[src/rtl/gesture_pkg.sv]
// Shared types and constants for the gesture sequencing controller.
// Imported by the sequencer top and its testbench-facing logic.
package gesture_pkg;

    localparam int GESTURE_W = 4;

    localparam logic [GESTURE_W-1:0] GESTURE_NONE = 4'h0;

    typedef enum logic [1:0] {
        IDLE,
        ACTIVE,
        HOLD
    } seq_state_t;

endpackage

[src/rtl/sensor_debounce.sv]
// Two-flop synchroniser plus per-bit stability counter.
// A bit is accepted once it has differed from the clean value for DB_CYCLES.
module sensor_debounce #(
    parameter int WIDTH     = 4,
    parameter int DB_CYCLES = 500_000
) (
    input  logic             clk_i,
    input  logic             rst_ni,
    input  logic [WIDTH-1:0] raw_i,
    output logic [WIDTH-1:0] clean_o
);

    localparam int CW = $clog2(DB_CYCLES + 1);
    localparam logic [CW-1:0] DB_MAX = CW'(DB_CYCLES);

    logic [WIDTH-1:0] meta_q;
    logic [WIDTH-1:0] sync_q;
    logic [WIDTH-1:0] clean_q;
    logic [WIDTH-1:0] clean_d;
    logic [CW-1:0]    cnt_q [WIDTH];
    logic [CW-1:0]    cnt_d [WIDTH];

    // Per bit: restart while in agreement, accept after a full stable run.
    always_comb begin
        clean_d = clean_q;
        for (int i = 0; i < WIDTH; i++) begin
            cnt_d[i] = cnt_q[i] + CW'(1);
            if (sync_q[i] == clean_q[i]) begin
                cnt_d[i] = '0;
            end else if (cnt_q[i] == DB_MAX) begin
                clean_d[i] = sync_q[i];
                cnt_d[i]   = '0;
            end
        end
    end

    // Synchroniser, clean value and counter registers.
    always_ff @(posedge clk_i or negedge rst_ni) begin
        if (!rst_ni) begin
            meta_q  <= '0;
            sync_q  <= '0;
            clean_q <= '0;
            for (int i = 0; i < WIDTH; i++) begin
                cnt_q[i] <= '0;
            end
        end else begin
            meta_q  <= raw_i;
            sync_q  <= meta_q;
            clean_q <= clean_d;
            for (int i = 0; i < WIDTH; i++) begin
                cnt_q[i] <= cnt_d[i];
            end
        end
    end

    assign clean_o = clean_q;

endmodule

[src/rtl/gesture_sequencer.sv]
// Sequences the gesture FSM: sample enables while a gesture is in progress,
// holds each recognised code for the display, then clears the FSM.
module gesture_sequencer
    import gesture_pkg::*;
#(
    parameter int TICK_DIV   = 50_000_000,
    parameter int DB_CYCLES  = 500_000,
    parameter int HOLD_TICKS = 3,
    parameter int IDLE_TICKS = 2
) (
    input  logic                 clk_50mhz,
    input  logic                 rst_n,
    input  logic [GESTURE_W-1:0] sw,
    input  logic [GESTURE_W-1:0] gesture_code,
    output logic [GESTURE_W-1:0] sensor_clean,
    output logic                 sample_en,
    output logic                 fsm_clr,
    output logic [GESTURE_W-1:0] disp_code,
    output logic                 disp_valid
);

    localparam int PW = $clog2(TICK_DIV);
    localparam int HW = $clog2(HOLD_TICKS + 1);
    localparam int IW = $clog2(IDLE_TICKS + 1);

    localparam logic [PW-1:0] PRESC_MAX = PW'(TICK_DIV - 1);
    localparam logic [HW-1:0] HOLD_MAX  = HW'(HOLD_TICKS);
    localparam logic [IW-1:0] IDLE_MAX  = IW'(IDLE_TICKS);

    seq_state_t           state_q, state_d;
    logic [PW-1:0]        presc_q, presc_d;
    logic [HW-1:0]        hold_q, hold_d;
    logic [IW-1:0]        idle_q, idle_d;
    logic                 sample_q, sample_d;
    logic                 clr_q, clr_d;
    logic                 look_q, look_d;
    logic [GESTURE_W-1:0] code_q, code_d;
    logic                 valid_q, valid_d;
    logic                 tick;
    logic                 any_sensor;

    sensor_debounce #(
        .WIDTH     (GESTURE_W),
        .DB_CYCLES (DB_CYCLES)
    ) u_debounce (
        .clk_i   (clk_50mhz),
        .rst_ni  (rst_n),
        .raw_i   (sw),
        .clean_o (sensor_clean)
    );

    assign tick       = (presc_q == PRESC_MAX);
    assign any_sensor = (sensor_clean != '0);

    // Next state, counters and registered strobes/display outputs.
    always_comb begin
        state_d  = state_q;
        presc_d  = tick ? '0 : presc_q + PW'(1);
        hold_d   = hold_q;
        idle_d   = idle_q;
        sample_d = 1'b0;
        clr_d    = 1'b0;
        look_d   = sample_q;
        code_d   = code_q;
        valid_d  = valid_q;
        unique case (state_q)
            IDLE: begin
                presc_d = '0;
                hold_d  = '0;
                idle_d  = '0;
                if (any_sensor) begin
                    state_d = ACTIVE;
                end
            end
            ACTIVE: begin
                if (look_q && gesture_code != GESTURE_NONE) begin
                    state_d = HOLD;
                    code_d  = gesture_code;
                    valid_d = 1'b1;
                    hold_d  = '0;
                    idle_d  = '0;
                end else if (tick) begin
                    if (any_sensor) begin
                        idle_d   = '0;
                        sample_d = 1'b1;
                    end else if (idle_q + IW'(1) == IDLE_MAX) begin
                        idle_d  = '0;
                        clr_d   = 1'b1;
                        state_d = IDLE;
                    end else begin
                        idle_d   = idle_q + IW'(1);
                        sample_d = 1'b1;
                    end
                end
            end
            HOLD: begin
                if (tick) begin
                    if (hold_q + HW'(1) == HOLD_MAX) begin
                        hold_d  = '0;
                        clr_d   = 1'b1;
                        valid_d = 1'b0;
                        code_d  = GESTURE_NONE;
                        state_d = any_sensor ? ACTIVE : IDLE;
                    end else begin
                        hold_d = hold_q + HW'(1);
                    end
                end
            end
            default: begin
                state_d = IDLE;
            end
        endcase
    end

    // State and output registers; reset drops the display immediately.
    always_ff @(posedge clk_50mhz or negedge rst_n) begin
        if (!rst_n) begin
            state_q  <= IDLE;
            presc_q  <= '0;
            hold_q   <= '0;
            idle_q   <= '0;
            sample_q <= 1'b0;
            clr_q    <= 1'b0;
            look_q   <= 1'b0;
            code_q   <= GESTURE_NONE;
            valid_q  <= 1'b0;
        end else begin
            state_q  <= state_d;
            presc_q  <= presc_d;
            hold_q   <= hold_d;
            idle_q   <= idle_d;
            sample_q <= sample_d;
            clr_q    <= clr_d;
            look_q   <= look_d;
            code_q   <= code_d;
            valid_q  <= valid_d;
        end
    end

    assign sample_en  = sample_q;
    assign fsm_clr    = clr_q;
    assign disp_code  = code_q;
    assign disp_valid = valid_q;

endmodule

[config.mk]
export PLATFORM = sky130hd
export DESIGN_NAME = gesture_sequencer
export DESIGN_NICKNAME = d
export VERILOG_FILES = /design/src/rtl/gesture_pkg.sv /design/src/rtl/sensor_debounce.sv /design/src/rtl/gesture_sequencer.sv
export SDC_FILE = /design/constraint.sdc
export NUM_CORES = 1
export LEC_CHECK = 0
export BUFFER_PORTS_ARGS = -buffer_cell sky130_fd_sc_hd__buf_4
export CORE_ASPECT_RATIO = 1.1
export CORE_MARGIN = 2
export CORE_UTILIZATION = 45
export DETAILED_ROUTE_END_ITERATION = 10
export SLEW_MARGIN = 20
export SYNTH_ARGS = -nofsm -noshare
export SYNTH_HDL_FRONTEND = slang
export SYNTH_SLANG_ARGS = --single-unit
[constraint.sdc]
create_clock -name clk_50mhz -period 3.1 [get_ports clk_50mhz]
set_input_delay 0.31 -clock clk_50mhz [delete_from_list [all_inputs] [get_ports clk_50mhz]]
set_output_delay 0.31 -clock clk_50mhz [all_outputs]
set_load 0.05 [all_outputs]
==> impl.org <==
** Run status
- The run finished with clean final reports.

** Floorplanning
- Die area :: 14900 um2
- From left edge to right edge, the die measures approximately 120 um.
- Placement Rows :: 45
- The core region is 13700 um2.
- The die is 128 um tall.
- During I/O placement, the number of pins put on the boundary was 21.
- The initial utilization of the core area, before any placement, comes to between 40% and 50%.

** Route
- Post-detailed-route wirelength per cell :: around 13 um
- Wires add up to 11400 um.
- Drc violations :: 0
- First-iteration detailed-routing DRC count :: 203
- Remaining antenna violation count :: 0
- Number of iterations in the first detailed-routing pass :: 4
- The routed layout has 4274 vias.
- Drt via density :: between 5 and 6

** Critical path
- Maximum fanout encountered on the critical timing path :: 5
- Worst path bufs/invs :: 0
- Reg2Reg Capture Point :: state_q[0]$_DFFE_PN0P_
- Slowest cell on the critical path :: sky130_fd_sc_hd__or4_4
- Startpoint of the worst-slack reg-to-reg timing path :: u_debounce.clean_o[0]$_DFFE_PN0P_
- Critical-path cell list :: or4_4 > nor3b_4 > o21ai_2 > a221oi_2 > mux2_1
- Critical path class :: reg2reg
- STA puts the critical path data required time at 3390 ps.
- Crit. End Element :: register
- Data arrival time of the critical path :: about 2500 ps
- Critical Path Max Stage Delay :: 590 ps
- The critical path starts at u_debounce.clean_o[0]$_DFFE_PN0P_.
- Counting cells, the worst reg-to-reg path comes to 5.
- Setup slack on the worst reg-to-reg path comes out at approximately 930 ps.
- The worst setup path is launched from a register.
- Cell class contributing the biggest share of worst-path delay :: simple AND/OR/NAND/NOR gates

** Clock network
- TritonCTS clock tree :: done
- Root buf cell :: sky130_fd_sc_hd__clkbuf_16
- Worst-skew pair later-pin latency :: 430 ps
- Gates resized during post-CTS repair numbered 0.
- TritonCTS created 17 clock buffers.
- Clock Sink Count :: 128
- Once the clock tree was built, the setup fixing pass inserted 0 buffers.
- No sink is reached through more buffers than the 2 on the longest clock path.
- Clk slew on worst S/H paths :: 50 ps
- The H-tree generated during clock tree synthesis spans 4 levels.

** Finish
- Synth-to-layout area growth :: 15.2%
- Number of fill cells :: 1254
- The post-route netlist has around 11% of its cells at a drive strength greater than 1.
- Once layout is done, the placed cells without fillers occupy 7210 um2.
- Most frequent standard cell in the layout excluding fill and tap cells :: sky130_fd_sc_hd__nor2_1
- Most frequent cells in the layout :: sky130_fd_sc_hd__nor2_1 (129), sky130_fd_sc_hd__dfrtp_1 (128), sky130_fd_sc_hd__xnor2_1 (55)
- 0 antenna diodes ended up in the layout.
- Layout Nets :: 673
- Util after Layout :: a little over half

** Logic synthesis
- Of the total synthesized cell area, the portion taken by AND, OR, NAND and NOR gates is about a quarter.
- Mux share of post-synthesis cell area :: around 1.9%
- The netlist uses 52 different library cells.
- The synthesized netlist devotes 13.4% of its cell area to XOR and XNOR gates.
- Arithmetic-cell share of the synthesized area counting full adders, half adders and majority gates :: 2.60%
- Synth Instances :: 618
- Synthesized netlist net count :: 641
- Register area share after synthesis :: about half
- Cell area after technology mapping :: 6260 um2
- Number of warnings issued by yosys :: 0
- Area fraction in compound gates after synthesis :: about 2.7%
- Flip-flop and latch count after synthesis :: about 130
- A synthesized cell averages 10.1 um2.
- Main combinational cell family by area after synthesis :: simple AND/OR/NAND/NOR gates
- Post-synth ARST share :: 100%
- Top flip-flop cell by instance count after synthesis :: sky130_fd_sc_hd__dfrtp_1
- EDFF count, synth :: 0

** Place
- Final weighted congestion of routability-driven global placement :: 0.771
- Pre-CTS setup slack :: 947 ps
- Once placement finished, the instance area stood at 6590 um2.
- Post-detail-place hpwl :: between 7000 and 8000 um
- Number of buffers inserted by port buffering :: 20

** Timing
- Final min period :: 2170 ps
- The clock arrives with 20.7 ps of skew.
- Setup repair after global routing left no endpoint under its margin.
- Total of endpoints with negative setup slack in the final report :: 0
- Hold timing on the final database bottoms out at a slack of slightly above 200 ps.
- Setup slack on the critical path of the routed design comes to 931 ps.
- The final number of hold-violating endpoints is 0.
- Post-route fraction of the period consumed by the critical path :: 70.0%
- The count of pins over their slew limit was 0.
- For the pin with the worst max-slew slack, the measured transition is 668 ps.
- In this run the tightest slew margin relative to its limit is a little under three fifths.
- In the final timing run, aggregate negative setup slack is 0 ps.
- Highest attainable clock frequency :: 461 MHz

** Global route
- Maximum number of pins on one net before global-route repair :: 53
- The via count of the first global-routing pass came to between 4000 and 5000.
- Number of antenna violations at the first check in global routing :: 0
- Across every metal layer, demand over resource in global routing totals around 17%.
- Final global-route overflow total :: 0
- The first global-routing pass estimated approximately 20000 um of wire.

** Job
- Reported max-cap violation count :: 0

** Pwr
- Across the VDD grid, the largest voltage drop is 364 uV.
- For this design the ratio of total power to cell area is 518 nW/um2.
- Total leakage power :: 3.08 nW

** Hold path
- For hold timing, the worst endpoint is disp_code[3]$_DFFE_PN0P_.
- Along the worst hold path, the cell count comes to 3.
- Startpoint of the lowest-slack hold path :: gesture_code[3]
- Hold crit path type :: in2reg
[report_power, final]
group,switching (W),total [W],internal (W)
Combinational,0.0000663,0.000100,0.0000341
Sequential,0.0000174,0.00171,0.00169
Clock,0.000677,0.00193,0.00125
[state kept, by name, summed over array words and instances (netlist names)]
signal	flops
u_debounce.clean_o	4
look_q	1
u_debounce.cnt_q	76
disp_code	4
state_q	2
disp_valid	1
sample_en	1
idle_q	2
fsm_clr	1
u_debounce.meta_q	4
u_debounce.sync_q	4
hold_q	2
presc_q	26
[per-layer routing]
metal  wire length [um]  vias to the layer above  GRT usage, %
met1               5390                     2081          21.0
met3                279                       10          4.40
met2               5590                       45          26.9
li1                   -                     2138             -
met4                104                        0          7.91
met5                  0                        -             0
[how the worst max path moves through the flow]
| stage | end | depth (start not counted) |
|---|---|---|
| 2_1_floorplan | state_q[0]$_DFFE_PN0P_ | 5 |
| 3_3_place_gp | state_q[1]$_DFFE_PN0P_ | 5 |
| 3_5_place_dp | state_q[0]$_DFFE_PN0P_ | 5 |
| 4_1_cts | state_q[0]$_DFFE_PN0P_ | 5 |
| 5_1_grt | u_debounce.cnt_q[21]$_DFF_PN0_ | 5 |
| 6_report | state_q[0]$_DFFE_PN0P_ | 5 |
[layout make-up]
cell class / count / area, um2 / share of cell area [%]
sequential: 128 / 3200 / 44.4
multi-input combinational: 446 / 2860 / 39.6
clock buffer: 23 / 488 / 6.77
timing repair buffer: 28 / 235 / 3.26
tap: 188 / 235 / 3.26
inverter: 29 / 109 / 1.51
clock inverter: 6 / 82.6 / 1.15
[synthesized netlist by cell type, types with 3 or more instances]
master                      instances  share of area (%)
sky130_fd_sc_hd__nor3_1            20                1.6
sky130_fd_sc_hd__mux2_2             4               0.72
sky130_fd_sc_hd__xor2_1            41                5.7
sky130_fd_sc_hd__nor4_1             8               0.80
sky130_fd_sc_hd__nor4b_1            6               0.84
sky130_fd_sc_hd__dfrtp_1          128                 51
sky130_fd_sc_hd__mux2i_1            5               0.80
sky130_fd_sc_hd__nand4b_1           4               0.56
sky130_fd_sc_hd__a21oi_1            3               0.24
sky130_fd_sc_hd__o2bb2ai_1          5               0.70
sky130_fd_sc_hd__nand2_1           39                2.3
sky130_fd_sc_hd__a21o_1             3               0.36
sky130_fd_sc_hd__nor4_2             3               0.60
sky130_fd_sc_hd__and4_1             7               0.98
sky130_fd_sc_hd__nor2_1           129                7.7
sky130_fd_sc_hd__xnor2_1           55                7.7
sky130_fd_sc_hd__or2_1              4               0.40
sky130_fd_sc_hd__ha_1              13                2.6
sky130_fd_sc_hd__nand3_1           25                2.0
sky130_fd_sc_hd__nand4_1           21                2.1
sky130_fd_sc_hd__inv_1             28                1.7
sky130_fd_sc_hd__buf_2             13                1.0
sky130_fd_sc_hd__nor3b_1            5               0.60
sky130_fd_sc_hd__and3_1            13                1.3
[worst reg2reg max path, delay by kind of cell (launching register included)]
family	cells	cell delay, ps
and+or+nand+nor	2	850
muxes	1	360
AOI/OAI and AO/OA	2	380
DFF	1	460
[per-stage QoR]
step                      total power, W  cells
after floorplan                  0.00178    618
after CTS                        0.00380    848
final                            0.00373    848
after global placement           0.00183    814
after detailed placement         0.00184    814
after global routing             0.00389    848
[cells by family (layout without fill, tap and decap cells)]
kind of cell             Yosys count  in the layout
XOR/XNOR                          96             96
AO/OA/AOI/OAI                     20             20
multiplexers                      11             11
buffers and inverters             44             86
adder cells (fa/ha/maj)           13             13
AND/OR/NAND/NOR                  306            306
flip-flops                       128            128
[timing repair]
action,CTS,global route
hold buffers,5,0
endpoints found under the hold margin,50,0
setup endpoints to repair,0,0
Note: power is estimated with default switching activity, not from simulation.
